==> src/rtl/div_unit_pkg.sv <==
// Shared definitions for the integer divider and the decode logic that drives it.
package div_unit_pkg;

  localparam int XLEN  = 32;
  localparam int CNT_W = $clog2(XLEN) + 1;

  typedef enum logic [2:0] {
    DIV_NONE = 3'b000,
    DIV      = 3'b001,
    DIVU     = 3'b010,
    REM      = 3'b011,
    REMU     = 3'b100
  } div_op_e;

  localparam logic [XLEN-1:0] DIV_ZERO_Q = '1;
  localparam logic [XLEN-1:0] INT_MIN    = {1'b1, {(XLEN-1){1'b0}}};

  typedef enum logic [1:0] {
    S_IDLE = 2'd0,
    S_CALC = 2'd1,
    S_DONE = 2'd2
  } div_state_e;

  function automatic logic op_valid(input logic [2:0] op);
    return (op >= 3'd1) && (op <= 3'd4);
  endfunction

  function automatic logic op_signed(input div_op_e op);
    return (op == DIV) || (op == REM);
  endfunction

endpackage

==> src/rtl/div_step.sv <==
// One restoring division iteration: shift {rem,quo} left, trial-subtract, keep or restore.
module div_step
  import div_unit_pkg::*;
#(
  parameter int W = XLEN
) (
  input  logic [W-1:0] rem_in,
  input  logic [W-1:0] quo_in,
  input  logic [W-1:0] divisor,
  output logic [W-1:0] rem_out,
  output logic [W-1:0] quo_out
);

  logic [W:0] rem_sh;
  logic [W:0] trial;

  // Trial subtraction uses one extra bit so the borrow shows up as the sign.
  always_comb begin
    rem_sh = {rem_in, quo_in[W-1]};
    trial  = rem_sh - {1'b0, divisor};
    if (!trial[W]) begin
      rem_out = trial[W-1:0];
      quo_out = {quo_in[W-2:0], 1'b1};
    end else begin
      rem_out = rem_sh[W-1:0];
      quo_out = {quo_in[W-2:0], 1'b0};
    end
  end

endmodule

==> src/rtl/div_unit.sv <==
// Iterative radix-2 restoring divider for DIV/DIVU/REM/REMU.
//
// state  | meaning
// S_IDLE | waiting for an accepted start; special cases resolve here
// S_CALC | one quotient bit per clock, XLEN iterations
// S_DONE | result valid for one cycle, done pulses unless killed
module div_unit
  import div_unit_pkg::*;
(
  input  logic            clk,
  input  logic            rst_n,
  input  logic            start,
  input  logic [2:0]      divsel,
  input  logic [XLEN-1:0] dividend,
  input  logic [XLEN-1:0] divisor,
  input  logic            kill,
  output logic            busy,
  output logic            done,
  output logic [XLEN-1:0] result
);

  div_state_e      state_q, state_d;
  logic [CNT_W-1:0] cnt_q;
  div_op_e         op_q;
  logic            q_neg_q, r_neg_q;
  logic [XLEN-1:0] dvsr_q, rem_q, quo_q, result_q;

  div_op_e         op_in;
  logic            accept, is_special, last_iter;
  logic            a_neg, b_neg, div_zero, ovf;
  logic [XLEN-1:0] a_abs, b_abs, special_res;
  logic [XLEN-1:0] step_rem, step_quo, fin_quo, fin_rem, fin_res;

  div_step #(.W(XLEN)) u_step (
    .rem_in  (rem_q),
    .quo_in  (quo_q),
    .divisor (dvsr_q),
    .rem_out (step_rem),
    .quo_out (step_quo)
  );

  // Operand conditioning, special-case detection and final sign fix-up.
  always_comb begin
    op_in    = div_op_e'(divsel);
    a_neg    = op_signed(op_in) & dividend[XLEN-1];
    b_neg    = op_signed(op_in) & divisor[XLEN-1];
    a_abs    = a_neg ? -dividend : dividend;
    b_abs    = b_neg ? -divisor : divisor;
    div_zero = (divisor == '0);
    ovf      = op_signed(op_in) && (dividend == INT_MIN) && (divisor == '1);
    is_special = div_zero | ovf;
    if (div_zero)
      special_res = ((op_in == DIV) || (op_in == DIVU)) ? DIV_ZERO_Q : dividend;
    else
      special_res = (op_in == DIV) ? INT_MIN : '0;
    fin_quo   = q_neg_q ? -step_quo : step_quo;
    fin_rem   = r_neg_q ? -step_rem : step_rem;
    fin_res   = ((op_q == DIV) || (op_q == DIVU)) ? fin_quo : fin_rem;
    last_iter = (cnt_q == CNT_W'(XLEN - 1));
  end

  // Next-state and handshake outputs.
  always_comb begin
    state_d = state_q;
    accept  = 1'b0;
    busy    = 1'b0;
    done    = 1'b0;
    case (state_q)
      S_IDLE: begin
        accept = start & ~kill & op_valid(divsel);
        busy   = accept;
        if (accept) state_d = is_special ? S_DONE : S_CALC;
      end
      S_CALC: begin
        busy = 1'b1;
        if (kill)           state_d = S_IDLE;
        else if (last_iter) state_d = S_DONE;
      end
      S_DONE: begin
        done    = ~kill;
        state_d = S_IDLE;
      end
      default: state_d = S_IDLE;
    endcase
  end

  // State register.
  always_ff @(posedge clk or negedge rst_n) begin
    if (!rst_n) state_q <= S_IDLE;
    else        state_q <= state_d;
  end

  // Datapath: latch operands on accept, iterate in CALC, load result on completion.
  always_ff @(posedge clk or negedge rst_n) begin
    if (!rst_n) begin
      cnt_q    <= '0;
      op_q     <= DIV_NONE;
      q_neg_q  <= 1'b0;
      r_neg_q  <= 1'b0;
      dvsr_q   <= '0;
      rem_q    <= '0;
      quo_q    <= '0;
      result_q <= '0;
    end else if (accept) begin
      cnt_q   <= '0;
      op_q    <= op_in;
      q_neg_q <= (op_in == DIV) & (a_neg ^ b_neg);
      r_neg_q <= (op_in == REM) & a_neg;
      dvsr_q  <= b_abs;
      rem_q   <= '0;
      quo_q   <= a_abs;
      if (is_special) result_q <= special_res;
    end else if (state_q == S_CALC && !kill) begin
      cnt_q <= cnt_q + CNT_W'(1);
      rem_q <= step_rem;
      quo_q <= step_quo;
      if (last_iter) result_q <= fin_res;
    end
  end

  assign result = result_q;

endmodule

==> config.mk <==
export PLATFORM = sky130hd
export DESIGN_NAME = div_unit
export DESIGN_NICKNAME = d
export VERILOG_FILES = /design/src/rtl/div_unit_pkg.sv /design/src/rtl/div_step.sv /design/src/rtl/div_unit.sv
export SDC_FILE = /design/constraint.sdc
export NUM_CORES = 1
export LEC_CHECK = 0
export BUFFER_PORTS_ARGS = -buffer_cell sky130_fd_sc_hd__clkbuf_2
export CAP_MARGIN = 5
export CORE_AREA = 2 2 218 220
export CTS_CLUSTER_DIAMETER = 150
export DETAILED_ROUTE_END_ITERATION = 8
export DIE_AREA = 0 0 220 222
export PLACE_DENSITY = 0.48
export RECOVER_POWER = 100
export SETUP_SLACK_MARGIN = 0.1
export SLEW_MARGIN = 30
export SYNTH_ARGS = -nofsm -noshare
export SYNTH_HDL_FRONTEND = slang
export SYNTH_SLANG_ARGS = --single-unit
export TNS_END_PERCENT = 20
==> constraint.sdc <==
create_clock -name clk -period 6.5 [get_ports clk]
set_input_delay 1.3 -clock clk [delete_from_list [all_inputs] [get_ports clk]]
set_output_delay 1.3 -clock clk [all_outputs]
set_load 0.02 [all_outputs]
Word-level counts from Yosys, hierarchy flattened
Index checks and enable logic that the tools add are counted.
{"block": "word_totals", "reg_bits": 141, "latch_bits": 0, "mem_bits_rw": 0, "rom_bits": 0, "in_bits": 71, "out_inout_bits": 34, "elab_cells": 81, "memories": 0}
{"block": "op_classes", "n_addsub": 6, "n_mul": 0, "div_mod_pow": 0, "magnitude_cmp": 2, "eq_ne": 13, "shift": 0, "muxes": 28, "bitwise_logic": 9, "n_reduce_logical": 14}
{"operator": "32-bit two-way mux", "n": 17}
{"operator": "32-bit negator", "n": 4}
{"operator": "32-bit == test, second input constant", "n": 2}
{"operator": "33-bit by 32-bit subtractor with 33-bit output", "n": 1}
{"operator": "32-bit logical NOT", "n": 1}
{"operator": "6-bit two-way mux", "n": 2}
{"operator": "3-bit by 2-bit == test with 1-bit output, second input constant", "n": 3}
{"operator": "2-bit two-way mux", "n": 4}
{"operator": "6-bit by 1-bit adder with 6-bit output, second input constant", "n": 1}
{"operator": "1-bit bitwise AND", "n": 6}
{"operator": "3-bit by 1-bit == test with 1-bit output, second input constant", "n": 2}
{"operator": "6-bit by 5-bit == test with 1-bit output, second input constant", "n": 1}
{"operator": "1-bit logical AND", "n": 4}
{"operator": "2-bit one-hot mux with 2 select lines", "n": 1}
{"operator": "2-bit nonzero test", "n": 2}
{"operator": "3-bit by 1-bit >= comparator with 1-bit output, second input constant", "n": 1}
{"operator": "3-bit <= comparator, second input constant", "n": 1}
{"operator": "1-bit logical OR", "n": 3}
{"operator": "1-bit two-way mux", "n": 3}
{"operator": "3-bit inequality test, second input constant", "n": 1}
{"operator": "3-bit AND reduction", "n": 1}
{"operator": "2-bit by 1-bit == test with 1-bit output, second input constant", "n": 1}
{"operator": "2-bit == test, second input constant", "n": 1}
{"operator": "2-bit logical NOT", "n": 1}
{"operator": "other kinds (8)", "n": 8}

Logic depth before layout (Yosys ltp)
Gate-level depths: netlist of run 1.
{"block": "logic_depth", "word_depth": 8, "depth_mapped": 21, "ltp_nobuf": 19}

Hierarchy
Synthesis of run 1 repeated with hierarchy kept, for this count alone.
{"block": "unflattened", "cells_unflattened": 1450, "hier_area_um2": 11448.5}
{"module": "div_unit", "instances": 1, "cells_per_inst": 1108, "area_each_um2": 8959.8, "seq_area_each_um2": 3528.4}
{"module": "div_step", "instances": 1, "cells_per_inst": 342, "area_each_um2": 2488.6, "seq_area_each_um2": 0.0}

Worst setup path after synthesis of run 1
OpenSTA, ideal clock, no wires.
{"block": "synth_path", "path_kind": "register to register", "startpoint": "register quo_q[31]", "endpoint": "register result_q[30] (netlist: result[30])", "setup_time_ps": 129, "arrival_ps": 4638, "required_time_ps": 6371, "path_slack_ps": 1733, "path_stages_with_launch": 22, "path_buffers": 2, "period_less_slack_ps": 4767, "cell_sequence": "dfrtp_1 > inv_1 > ha_1 > inv_1 > fa_1 > nand3_1 > a211oi_1 > o21a_1 > o21ai_0 > a211oi_4 > inv_2 > clkbuf_1 > clkbuf_1 > mux2i_1 > ha_1 > nand3_1 > or3_1 > a222oi_1 > nand3_1 > o31ai_2 > xnor2_1 > o21ai_2"}
{"block": "synth_between", "elab_chain_len": 8, "elab_cells_between_ends": 11, "classes_between": "3 x add/sub; 8 x mux"}
{"item": "start, declared", "line": "div_unit.sv:26", "text": "logic [XLEN-1:0] dvsr_q, rem_q, quo_q, result_q;"}
{"item": "start signal, assigned", "line": "div_unit.sv:111", "text": "quo_q <= a_abs;"}
{"item": "start signal, assigned", "line": "div_unit.sv:116", "text": "quo_q <= step_quo;"}
{"item": "33-bit by 32-bit subtractor with 33-bit output", "line": "div_step.sv:20", "text": "trial = rem_sh - {1'b0, divisor};"}
{"item": "32-bit two-way mux / 1-bit two-way mux (equally long branches)", "line": "div_step.sv:21", "text": "if (!trial[W]) begin"}
{"item": "32-bit negator (on tied branches)", "line": "div_unit.sv:57, div_unit.sv:56"}
{"item": "32-bit two-way mux (on tied branches)", "line": "div_unit.sv:57, div_unit.sv:56"}
{"item": "32-bit two-way mux (*)", "line": "div_unit.sv:58", "text": "fin_res = ((op_q == DIV) || (op_q == DIVU)) ? fin_quo : fin_rem;"}
{"item": "32-bit two-way mux (*)", "line": "div_unit.sv:117", "text": "if (last_iter) result_q <= fin_res;"}
{"item": "32-bit two-way mux (*)", "line": "div_unit.sv:113", "text": "end else if (state_q == S_CALC && !kill) begin"}
{"item": "32-bit two-way mux (*)", "line": "div_unit.sv:104", "text": "end else if (accept) begin"}
{"item": "end signal, assigned", "line": "div_unit.sv:112", "text": "if (is_special) result_q <= special_res;"}
{"item": "end signal, assigned", "line": "div_unit.sv:117"}
{"item": "end, declared", "line": "div_unit.sv:26"}
Every way passes the cells marked *; elsewhere a longest branch is shown, timed or not. The select of a mux whose other input is x is not followed.
A chain may end at the register's enable or synchronous reset.

Worst setup path in the final report of run 1
{"block": "layout_path", "startpoint": "input port divsel[1]", "endpoint": "register quo_q[31]"}
{"block": "layout_between", "elab_chain_len": 5, "elab_cells_between_ends": 12, "classes_between": "2 x order compare; 2 x eq/ne; 3 x mux; 2 x bitwise; 3 x reduce/logical"}
{"item": "start, declared", "line": "div_unit.sv:13", "text": "input logic [2:0] divsel,"}
{"item": "3-bit by 1-bit >= comparator with 1-bit output, or another cell as far along", "line": "div_unit_pkg.sv:25", "text": "return (op >= 3'd1) && (op <= 3'd4);"}
{"item": "1-bit logical AND / 1-bit logical OR (equally long branches)", "line": "div_unit_pkg.sv:25, div_unit_pkg.sv:29"}
{"item": "1-bit bitwise AND (on tied branches)", "line": "div_unit.sv:70, div_unit.sv:45"}
{"item": "1-bit two-way mux / 32-bit two-way mux (equally long branches)", "line": "div_unit.sv:68, div_unit.sv:47"}
{"item": "32-bit two-way mux / 2-bit nonzero test (equally long branches)"}
Parallel ways exist; a longest one is shown, timed or not.

==> results by group, run 1 <==
Setup path
  • Critical path arrival: 5.43 ns
  • Setup crit start kind: input port
  • Worst EP required: 6.62 ns
  • Crit path kind: input port to flip-flop
  • Crit end category: flip-flop
  • Worst-path fanout max: 76

STA
  • Clk_skew: 0.0141 ns
  • Max-slew violation count: ~130
  • Worst slew pin tran: 3.21 ns
  • Final setup margin: 1.19 ns
  • Period Utilization, post-route: 0.818
  • RSZ-0062 raised after global routing: false
  • Fin Setup TNS: 0 ns
  • Worst slew margin: -1.14
  • Tmin final: 5.31 ns
  • Hold Violations, Final: 0
  • Final Setup Violations: 0
  • Fmax: 188 MHz

Yosys
  • Syn Nets: 1570
  • Commonest register cell after synthesis: dfrtp_1
  • Asr flop ratio synth: 1.00
  • Yosys top cell by area: dfrtp_1
  • Synth top area share: 0.308
  • Yosys warns: 0
  • Seq/Total Area, Yosys: 0.308
  • Flops & latches, synth: 141
  • Top cells by area, synth: dfrtp_1, o21ai_0, xor2_1
  • Post-Syn Instances: 1460
  • Syn avg cell area: roughly 7.8 µm²
  • Post-synthesis cell type count: just under 80
  • Synthesized cell area: 11500 µm²
  • EDFF count, synth: 0

Global routing
  • Total track usage: 0.171
  • GR Overflow Total: 0
  • Initial antenna violation count: 0
  • First-pass GRT wire length: around 65 mm
  • Pin count of the biggest net entering global routing: just over 90
  • Vias in the first global route: 11100

Detailed routing
  • Pre-Repair DR Iteration Count: 5
  • Final wirelength: between 40 and 50 mm
  • Vias per inst: 5.19
  • Post-DRT Antenna Nets: 0
  • DR WL/cell: about 19 µm
  • Via count: approximately 11000
  • DRT iter0 DRCs: 912
  • DRC: 0

Clocking
  • CTS Buf Count: 17
  • CTS root buf: clkbuf_16
  • Total setup buffers inserted after CTS: 0
  • Clk slew on worst S/H paths: ~0.070 ns
  • TritonCTS clock tree: done
  • Latest clock arrival within the worst-skew pair: 0.45 ns
  • Clk sink count: 141
  • Hold_buf cts: 0
  • Post_cts resized: 0
  • H-tree depth: 4
  • Clock Path Buffers: 2

Run
  • Max-Cap Viols: 2

Place
  • HPWL Detailed: 30.6 mm
  • Port Buffers: 104
  • Pre-CTS setup slack: around 1.3 ns
  • Placer congestion estimate: 0.874

Floorplan
  • Rows: 79
  • Die height: 222 µm
  • Number of I/O pins: 105
  • Die ar.: 48800 µm²
  • CORE AREA: between 40000 and 50000 µm²
  • Die W: roughly 220 µm
  • Initial Util: 0.248

Cells and area
  • Layout Nets: 1621
  • Most common cell after layout, fill and taps aside: o21ai_0
  • Antenna Cells: 0
  • Most frequent cells in the layout: o21ai_0, nand2_1, dfrtp_1, nor2_1, a21oi_1
  • P&R area growth vs syn: 13.5%
  • Fin util: 0.281
  • Share of layout cells above drive strength 1: 0.0892

Pwr
  • Power per cell area: approximately 500 nW/µm²
  • Leakage power: 5.23 nW
  • Maximum VDD drop: 0.279 mV
  • Final Total Pwr: 6.45 mW

Outcome
  • Failing checks: capacitance limit, slew limit
  • Status: complete, but fails checks

Min path
  • Tightest Hold Check Type: flip-flop to flip-flop
## metrics by stage
step           hold slack, ns  instances  cell area, µm²
4_1_cts                 0.485       2131           13100
3_5_place_dp            0.471       2099           12500
6_report                0.480       2131           13000
2_1_floorplan           0.450       1460           11500
5_1_grt                 0.499       2131           13000
3_3_place_gp            0.468       2099           12500
## power breakdown
| part | internal, mW | switching (mW) |
|---|---|---|
| Sequential | 1.14 | 0.328 |
| Clock | 0.504 | 0.448 |
| Combinational | 1.44 | 2.59 |
## final timing paths
kind | from | end | slack, ns | depth (start not counted)
max reg2reg | rem_q[24] | result[30] | 1.52 | 17
min reg2reg | dvsr_q[23] | dvsr_q[23] | 0.48 | 2
min in group asynchronous | rst_n | dvsr_q[1] | 0.94 | 1
min | dvsr_q[23] | dvsr_q[23] | 0.48 | 2
max in group asynchronous | rst_n | result[12] | 2.36 | 2
max | divsel[1] | quo_q[31] | 1.19 | 7
## area by class of cell
| type | instances | area [µm²] |
|---|---|---|
| fillers | 5109 | 33300 |
| well taps | 607 | 759 |
| flip-flops and latches | 141 | 3530 |
| repair buffers | 122 | 588 |
| multi-input cells | 1175 | 7370 |
| inverters | 54 | 203 |
| clock inverters | 14 | 110 |
| clock buffers | 18 | 439 |
## kinds of logic (layout without fill, tap and decap cells)
| kind of cell | count (synthesis) | count (layout) | synth area share |
|---|---|---|---|
| AOI/OAI and AO/OA | 502 | 502 | 0.274 |
| buffers and inverters | 144 | 208 | 0.0491 |
| DFF | 141 | 141 | 0.308 |
| muxes | 22 | 22 | 0.0195 |
| and+or+nand+nor | 472 | 472 | 0.199 |
| xor gates and xnor gates | 140 | 140 | 0.107 |
| adders and majority gates | 39 | 39 | 0.0432 |
## metal layers
layer | routed length [µm] | vias to the layer above | GRT usage | part of all wire
met4 | 1390 | 0 | 0.0697 | 0.034
met1 | 18400 | 5334 | 0.218 | 0.45
met5 | 0 | - | 0 | 0
met3 | 1100 | 66 | 0.0178 | 0.027
li1 | - | 5411 | - | -
met2 | 20100 | 252 | 0.292 | 0.49
## Yosys cell counts, types with 4 or more instances
library cell / instances
a211oi_1: 7
a21boi_0: 5
a21o_1: 12
a21oi_1: 94
a221o_1: 4
a22oi_1: 28
a31oi_1: 19
a41oi_1: 5
and2_1: 7
and3_1: 8
and4_1: 4
buf_1: 6
buf_2: 14
clkbuf_1: 66
clkbuf_2: 4
dfrtp_1: 141
ha_1: 38
inv_1: 52
mux2i_1: 19
nand2_1: 159
nand2b_1: 8
nand3_1: 53
nand4_1: 22
nor2_1: 99
nor2b_1: 6
nor3_1: 37
nor3b_1: 7
nor4_1: 14
o2111ai_1: 5
o211a_1: 4
o211ai_1: 18
o21a_1: 23
o21ai_0: 188
o21ai_1: 5
o221ai_1: 5
o31ai_1: 32
o41ai_1: 10
or2_2: 9
or3_1: 15
or4_1: 9
xnor2_1: 64
xor2_1: 76
## registers in the layout (all words and copies together) (netlist names)
signal / cells
result: 32
quo_q: 32
cnt_q: 6
q_neg_q: 1
r_neg_q: 1
rem_q: 32
op_q: 3
dvsr_q: 32
state_q: 2
## worst max-delay path, cell delays in order
cell and delay [ns]:
clkbuf_1 0.27, nor2_1 0.09, xnor2_1 0.24, nand3_1 0.19, or2_4 0.53, clkbuf_1 2.32
a31oi_1 0.45
No activity file was read; power rests on OpenSTA's default activity.
==> run 2, diff against run 1 <==
- clock period: 6.5 -> 5.2 ns (I/O delays scaled with it)
==> run 2 against run 1 <==
Largest power group unchanged. Die area stayed put. Final area rose by 1.1%. The flow still finishes with violations (capacitance limit, slew limit). Setup slack worse by 0.76 ns. Critical path depth is 5 higher. Highest routed layer unchanged. Total power grew 27%. Critical path type unchanged.
==> results by group, run 2 (synthesized netlist as in run 1, its figures left out) <==
Cells and area
  • Fillers: 5055
  • P&R area growth vs syn: 14.7%
  • Fin area: around 13000 µm²
  • FF+latch area: between 3000 and 4000 µm²
  • Most common cell after layout, fill and taps aside: o21ai_0
  • Most frequent cells in the layout: o21ai_0, nand2_1, dfrtp_1, nor2_1, a21oi_1
  • Share of layout cells above drive strength 1: 0.0978
  • Multi-input gate area: 7390 µm²
  • Layout Nets: roughly 1600

Global routing
  • GR Overflow Total: 0
  • Vias in the first global route: ~11000
  • First-pass GRT wire length: ~64 mm
  • Total track usage: 0.169
  • Initial antenna violation count: 1
  • Pin count of the biggest net entering global routing: 95

Detailed routing
  • Via count: 11100
  • Vias per inst: approximately 5.2
  • DRT iter0 DRCs: 701
  • Pre-Repair DR Iteration Count: 5
  • Met3 WL post-DR: 1.18 mm
  • Top sig layer: met4
  • M1 WL: between 15 and 20 mm
  • Final wirelength: 40.7 mm
  • Post-DRT Antenna Nets: 0
  • DRC: 0
  • DR WL/cell: 19.0 µm
  • Met2 WL: 20.3 mm

Min path
  • Min-Delay Path Depth: 2
  • Hold_sp: dvsr_q[24]
  • Tightest Hold Check Type: flip-flop to flip-flop
  • Hold Path Sink: dvsr_q[24]

Pwr
  • Cell Int Power: 4.01 mW
  • Sw frac: 0.510
  • P_sw: approximately 4.2 mW
  • Clock network power share: 0.156
  • Seq pwr share: 0.219
  • Leakage power: 5.31 nW
  • Maximum VDD drop: 0.373 mV
  • Power per cell area: a little over 600 nW/µm²
  • Final Total Pwr: 8.18 mW
  • Power share of the combinational group: 0.624

Floorplan
  • CORE AREA: 46300 µm²
  • Number of I/O pins: 105
  • Die ar.: 48800 µm²
  • Die height: 222 µm
  • Die W: 220 µm
  • Initial Util: 0.248
  • Rows: between 70 and 80

Setup path
  • Cell Chain, Critical Path: clkbuf_1, or4_1, nor4_1, or3b_1, nor3_1, nand2_1, nor2_1, a211oi_1, a21o_1, clkbuf_1, a21oi_1, o221ai_1
  • CP peak stage delay: roughly 0.63 ns
  • Worst EP required: about 5.5 ns
  • FF-to-FF End: result[30]
  • Worst-path fanout max: 17
  • Crit path kind: input port to flip-flop
  • Reg2reg path depth: 17
  • CP most frequent cell: clkbuf_1
  • Crit end category: flip-flop
  • Critical path arrival: 5.09 ns
  • CP max stage cell: or4_1
  • R2R Setup Slk: 0.50 ns
  • CP Buf/Inv Count: 2
  • R2r startpoint: rem_q[24]
  • Setup crit start kind: input port
  • CP top delay family: simple AND/OR/NAND/NOR gates

STA
  • Fin Setup TNS: 0 ns
  • Tmin final: 4.78 ns
  • Worst slew margin: -1.67
  • Final setup margin: between 0.4 and 0.5 ns
  • Worst slew pin tran: 4.00 ns
  • Max-slew violation count: approximately 200
  • Clk_skew: between 0.02 and 0.025 ns
  • Fin Hold WS: around 0.48 ns
  • Hold Violations, Final: 0
  • Period Utilization, post-route: 0.918
  • RSZ-0062 raised after global routing: false
  • Final Setup Violations: 0
  • Fmax: 209 MHz

Run
  • Max-Cap Viols: 3

Clocking
  • H-tree depth: 4
  • Total setup buffers inserted after CTS: 0
  • CTS root buf: clkbuf_16
  • CTS Buf Count: 17
  • Clk sink count: 141
  • Latest clock arrival within the worst-skew pair: 0.46 ns
  • Clock Path Buffers: 2
  • TritonCTS clock tree: done
  • Hold_buf cts: 0
  • Clk slew on worst S/H paths: ~0.07 ns

Place
  • HPWL Detailed: 30.7 mm
  • Placer congestion estimate: 0.880
  • Post-placement cell area: 12600 µm²
  • Pre-CTS setup slack: between 0.3 and 0.4 ns
  • Port Buffers: 104

Outcome
  • Status: complete, but fails checks
  • Failing checks: capacitance limit, slew limit
[run 2: worst max path at each step]
stage | startpoint | endpoint | slack, ns | cells after the start
after floorplan | quo_q[31] | result[30] | 0.43 | 21
after global placement | dividend[10] | result[7] | 0.39 | 12
after detailed placement | dividend[10] | result[7] | 0.40 | 12
after CTS | rem_q[2] | result[31] | 0.51 | 12
after global routing | rem_q[24] | result[26] | 0.07 | 17
final | dividend[10] | result[24] | 0.42 | 12
[run 2: final cells by class]
class	count	area share
multi-input cells	1175	0.562
clock inverters	14	0.0129
repair buffers	132	0.0504
well taps	607	0.0578
clock buffers	17	0.0324
flip-flops and latches	141	0.269
inverters	54	0.0154
diodes	1	0.000190
[run 2: worst register-to-register path, cell delays in order (launching register included)]
cell	delay, ns
dfrtp_1	0.44
ha_1	0.43
a21oi_1	0.20
o21ai_0	0.17
a221oi_1	0.46
a21boi_1	0.18
a211oi_4	0.36
inv_2	0.10
mux2i_1	0.26
ha_1	0.30
nand3_1	0.13
or3_1	0.38
a222oi_1	0.36
buf_4	0.21
nand3_1	0.13
o31ai_2	0.26
xnor2_1	0.16
o21ai_2	0.06
[run 2: power groups by stage]
stage / logic, mW / registers, mW / clock network [mW]
after detailed placement: 5.10 / 1.81 / 0
after CTS: 5.13 / 1.80 / 1.31
after global routing: 5.65 / 1.85 / 1.34
after global placement: 5.10 / 1.81 / 0
after floorplan: 3.63 / 1.75 / 0
final: 5.11 / 1.80 / 1.28
[run 2: layer usage]
metal	vias up	GRT usage
met4	0	0.0639
li1	5447	-
met5	-	0
met2	208	0.288
met3	57	0.0241
met1	5436	0.213
[run 2: metrics by stage]
| step | util | cells |
|---|---|---|
| floorplan | - | 1460 |
| global route | 0.284 | 2140 |
| finish | 0.284 | 2141 |
| CTS | 0.286 | 2140 |
| global placement | 0.273 | 2109 |
| detailed placement | 0.273 | 2109 |
[run 2: what timing repair did]
action	4_1_cts	5_1_grt
endpoints found under the hold margin	0	0
setup endpoints to repair	0	2
gates resized for setup	0	1
==> run 3, diff against run 2 <==
- ABC_AREA: default -> 1
- CORE_AREA: 2 2 218 220 -> 2 2 231 233
- DIE_AREA: 0 0 220 222 -> 0 0 233 235
==> run 3 against run 2 <==
The run still ends with capacitance limit, slew limit left. Register-to-register slack better by 0.02 ns. Critical path depth increased by 5. Clock power hardly changed. Via count increased by 24%. Clock skew fell by 0.0080 ns. Core utilization decreased by 0.50 points. Final area grew 11%. Total power grew 27%.
==> results by group, run 3 <==
Detailed routing
  • Final wirelength: 49.3 mm
  • Via count: 13800
  • DR WL/cell: 17.2 µm
  • DRT iter0 DRCs: 1197
  • M1 WL: about 23 mm
  • Met2 WL: 22.7 mm
  • Post-DRT Antenna Nets: 0
  • Vias per inst: 4.81
  • Met3 WL post-DR: 2.27 mm
  • Pre-Repair DR Iteration Count: 6
  • Top sig layer: met4
  • DRC: 0

Run
  • Max-Cap Viols: 5

Yosys
  • Asr flop ratio synth: 1.00
  • Commonest cells in the netlist: nand2_1, inv_1, nor2_1
  • Syn avg cell area: 6.14 µm²
  • Count leader, synth: nand2_1
  • Synthesized cell area: 12900 µm²
  • Post-synthesis cell type count: 56
  • Commonest register cell after synthesis: dfrtp_1
  • Post-Syn Instances: around 2100
  • Mux share of post-synthesis cell area: 0
  • Largest family of logic cells by synthesized area: simple AND/OR/NAND/NOR gates
  • EDFF count, synth: 0
  • Synth Area in Compound Gates: 0.149
  • Syn Nets: 2209
  • Post-Synth XOR/XNOR Area: 0.0346
  • Flops & latches, synth: 141
  • Post-Synth Simple-Gate Area: 0.384
  • Synth top area share: 0.274
  • Top cells by area, synth: dfrtp_1, nand2_1, inv_1
  • Yosys warns: 0
  • Yosys top cell by area: dfrtp_1
  • Seq/Total Area, Yosys: 0.274
  • Synth Area in Adders: 0.0384

STA
  • Fin Setup TNS: 0 ns
  • Period Utilization, post-route: 0.912
  • Hold Violations, Final: 0
  • Final Setup Violations: 0
  • RSZ-0062 raised after global routing: false
  • Clk_skew: 0.0153 ns
  • Worst slew pin tran: 3.94 ns
  • Tmin final: 4.74 ns
  • Max-slew violation count: 291
  • Worst slew margin: -1.62
  • Fmax: 211 MHz

Min path
  • Hold Path Sink: dvsr_q[3]
  • Min-Delay Path Depth: 2
  • Hold_sp: dvsr_q[3]
  • Tightest Hold Check Type: flip-flop to flip-flop

Pwr
  • Leakage power: 7.44 nW
  • Maximum VDD drop: approximately 0.34 mV
  • Power per cell area: ~700 nW/µm²

Clocking
  • Clk slew on worst S/H paths: approximately 0.06 ns
  • Hold_buf cts: 0
  • Clock Path Buffers: 2
  • Latest clock arrival within the worst-skew pair: 0.47 ns
  • H-tree depth: 4
  • CTS root buf: clkbuf_16
  • TritonCTS clock tree: done
  • CTS Buf Count: 17
  • Clk sink count: 141

Place
  • HPWL Detailed: 38.5 mm
  • Port Buffers: ~100
  • Post-placement cell area: 14100 µm²
  • Placer congestion estimate: just over 0.9

Cells and area
  • FF+latch area: between 3000 and 4000 µm²
  • Fin area: around 15000 µm²
  • Share of layout cells above drive strength 1: 0.0837
  • P&R area growth vs syn: 13.0%
  • Layout Nets: 2283
  • Most common cell after layout, fill and taps aside: nand2_1
  • Multi-input gate area: 7800 µm²
  • Fillers: approximately 5900
  • Most frequent cells in the layout: nand2_1, inv_1, nor2_1, nand3_1, dfrtp_1
  • Antenna Cells: 0

Setup path
  • Crit path kind: input port to flip-flop
  • Critical path arrival: 5.13 ns
  • Worst EP required: 5.58 ns
  • Crit end category: flip-flop
  • R2r startpoint: quo_q[31]
  • Worst-path fanout max: 27
  • FF-to-FF End: result[28]
  • Reg2reg path depth: 26
  • Setup crit start kind: input port
  • R2R Setup Slk: about 0.52 ns

Global routing
  • Total track usage: 0.181
  • GR Overflow Total: 0
  • Vias in the first global route: 13000
  • First-pass GRT wire length: roughly 77 mm
  • Pin count of the biggest net entering global routing: 99
  • Initial antenna violation count: 0

Outcome
  • Failing checks: capacitance limit, slew limit
  • Status: complete, but fails checks

Floorplan
  • Die height: ~240 µm
  • CORE AREA: 52200 µm²
  • Number of I/O pins: 105
  • Die ar.: 54800 µm²
  • Die W: ~230 µm
  • Rows: 84
  • Initial Util: 0.247
run 3: cell count changes after synthesis, moves of 43 or more:
cell     delta
inv_1     +261
o21ai_0    -70
nor2_1    +105
nand2_1   +460
xor2_1     -43
nand3_1   +116
xnor2_1    -46
run 3: worst max-delay path by stage:
stage          slack (ns)  depth (start not counted)       start          to
6_report             0.46                         17  divisor[0]  result[17]
5_1_grt              0.09                         26   quo_q[31]  result[28]
4_1_cts              0.60                         31   quo_q[31]  result[28]
3_5_place_dp         0.62                         31   quo_q[31]  result[28]
3_3_place_gp         0.67                         31   quo_q[31]  result[28]
2_1_floorplan        1.02                         32   quo_q[31]  result[28]
run 3: cells by family (layout without fill, tap and decap cells):
group	Yosys count	after routing
simple gates	1151	1151
buf+inv	385	472
compound gates	332	332
flops	141	141
xor+xnor	51	51
fa+ha+maj	39	39
run 3: timing repair:
item	4_1_cts	5_1_grt
setup buffers	0	0
gates resized for setup	0	2
endpoints found under the setup margin	0	4
run 3: power breakdown:
part	total (mW)	switching [mW]	internal, mW
clock network	1.30	0.545	0.754
logic	7.20	5.05	2.15
registers	1.86	0.361	1.50
run 3: area by class of cell:
| cell class | instances | area share |
|---|---|---|
| multi-input cells | 1573 | 0.535 |
| flip-flops and latches | 141 | 0.242 |
| inverters | 318 | 0.0819 |
| well taps | 688 | 0.0591 |
| repair buffers | 122 | 0.0403 |
| clock buffers | 19 | 0.0297 |
| clock inverters | 13 | 0.0114 |
run 3: metal layers:
| layer | vias to the layer above | global-route usage |
|---|---|---|
| li1 | 6925 | - |
| met1 | 6427 | 0.247 |
| met5 | - | 0 |
| met4 | 0 | 0.0679 |
| met3 | 78 | 0.0227 |
| met2 | 383 | 0.292 |
run 3: worst max-delay path, stage by stage:
cell and delay, ns:
clkbuf_1 0.10, inv_1 0.08, ha_1 0.16, nor3b_2 0.21, nand2_1 0.12, nor3_1 0.33
nand3_1 0.17, nor2_1 0.17, nand2_1 0.09, nor3_1 0.29, nand4_1 0.21, nor2_1 0.14
nand3_1 0.30, nor2_2 0.17, clkbuf_1 1.11, a21oi_1 0.20, a21oi_1 0.21
run 3: per-stage QoR:
step	cells	setup WS (ns)	hold WS (ns)	total power [mW]	util
finish	2874	0.459	0.485	10.4	0.279
global route	2874	0.0910	0.509	11.4	0.279
CTS	2874	0.602	0.488	10.4	0.281
detailed placement	2842	0.620	0.473	9.09	0.270
global placement	2842	0.668	0.471	9.09	0.270
floorplan	2099	1.02	0.453	7.01	-
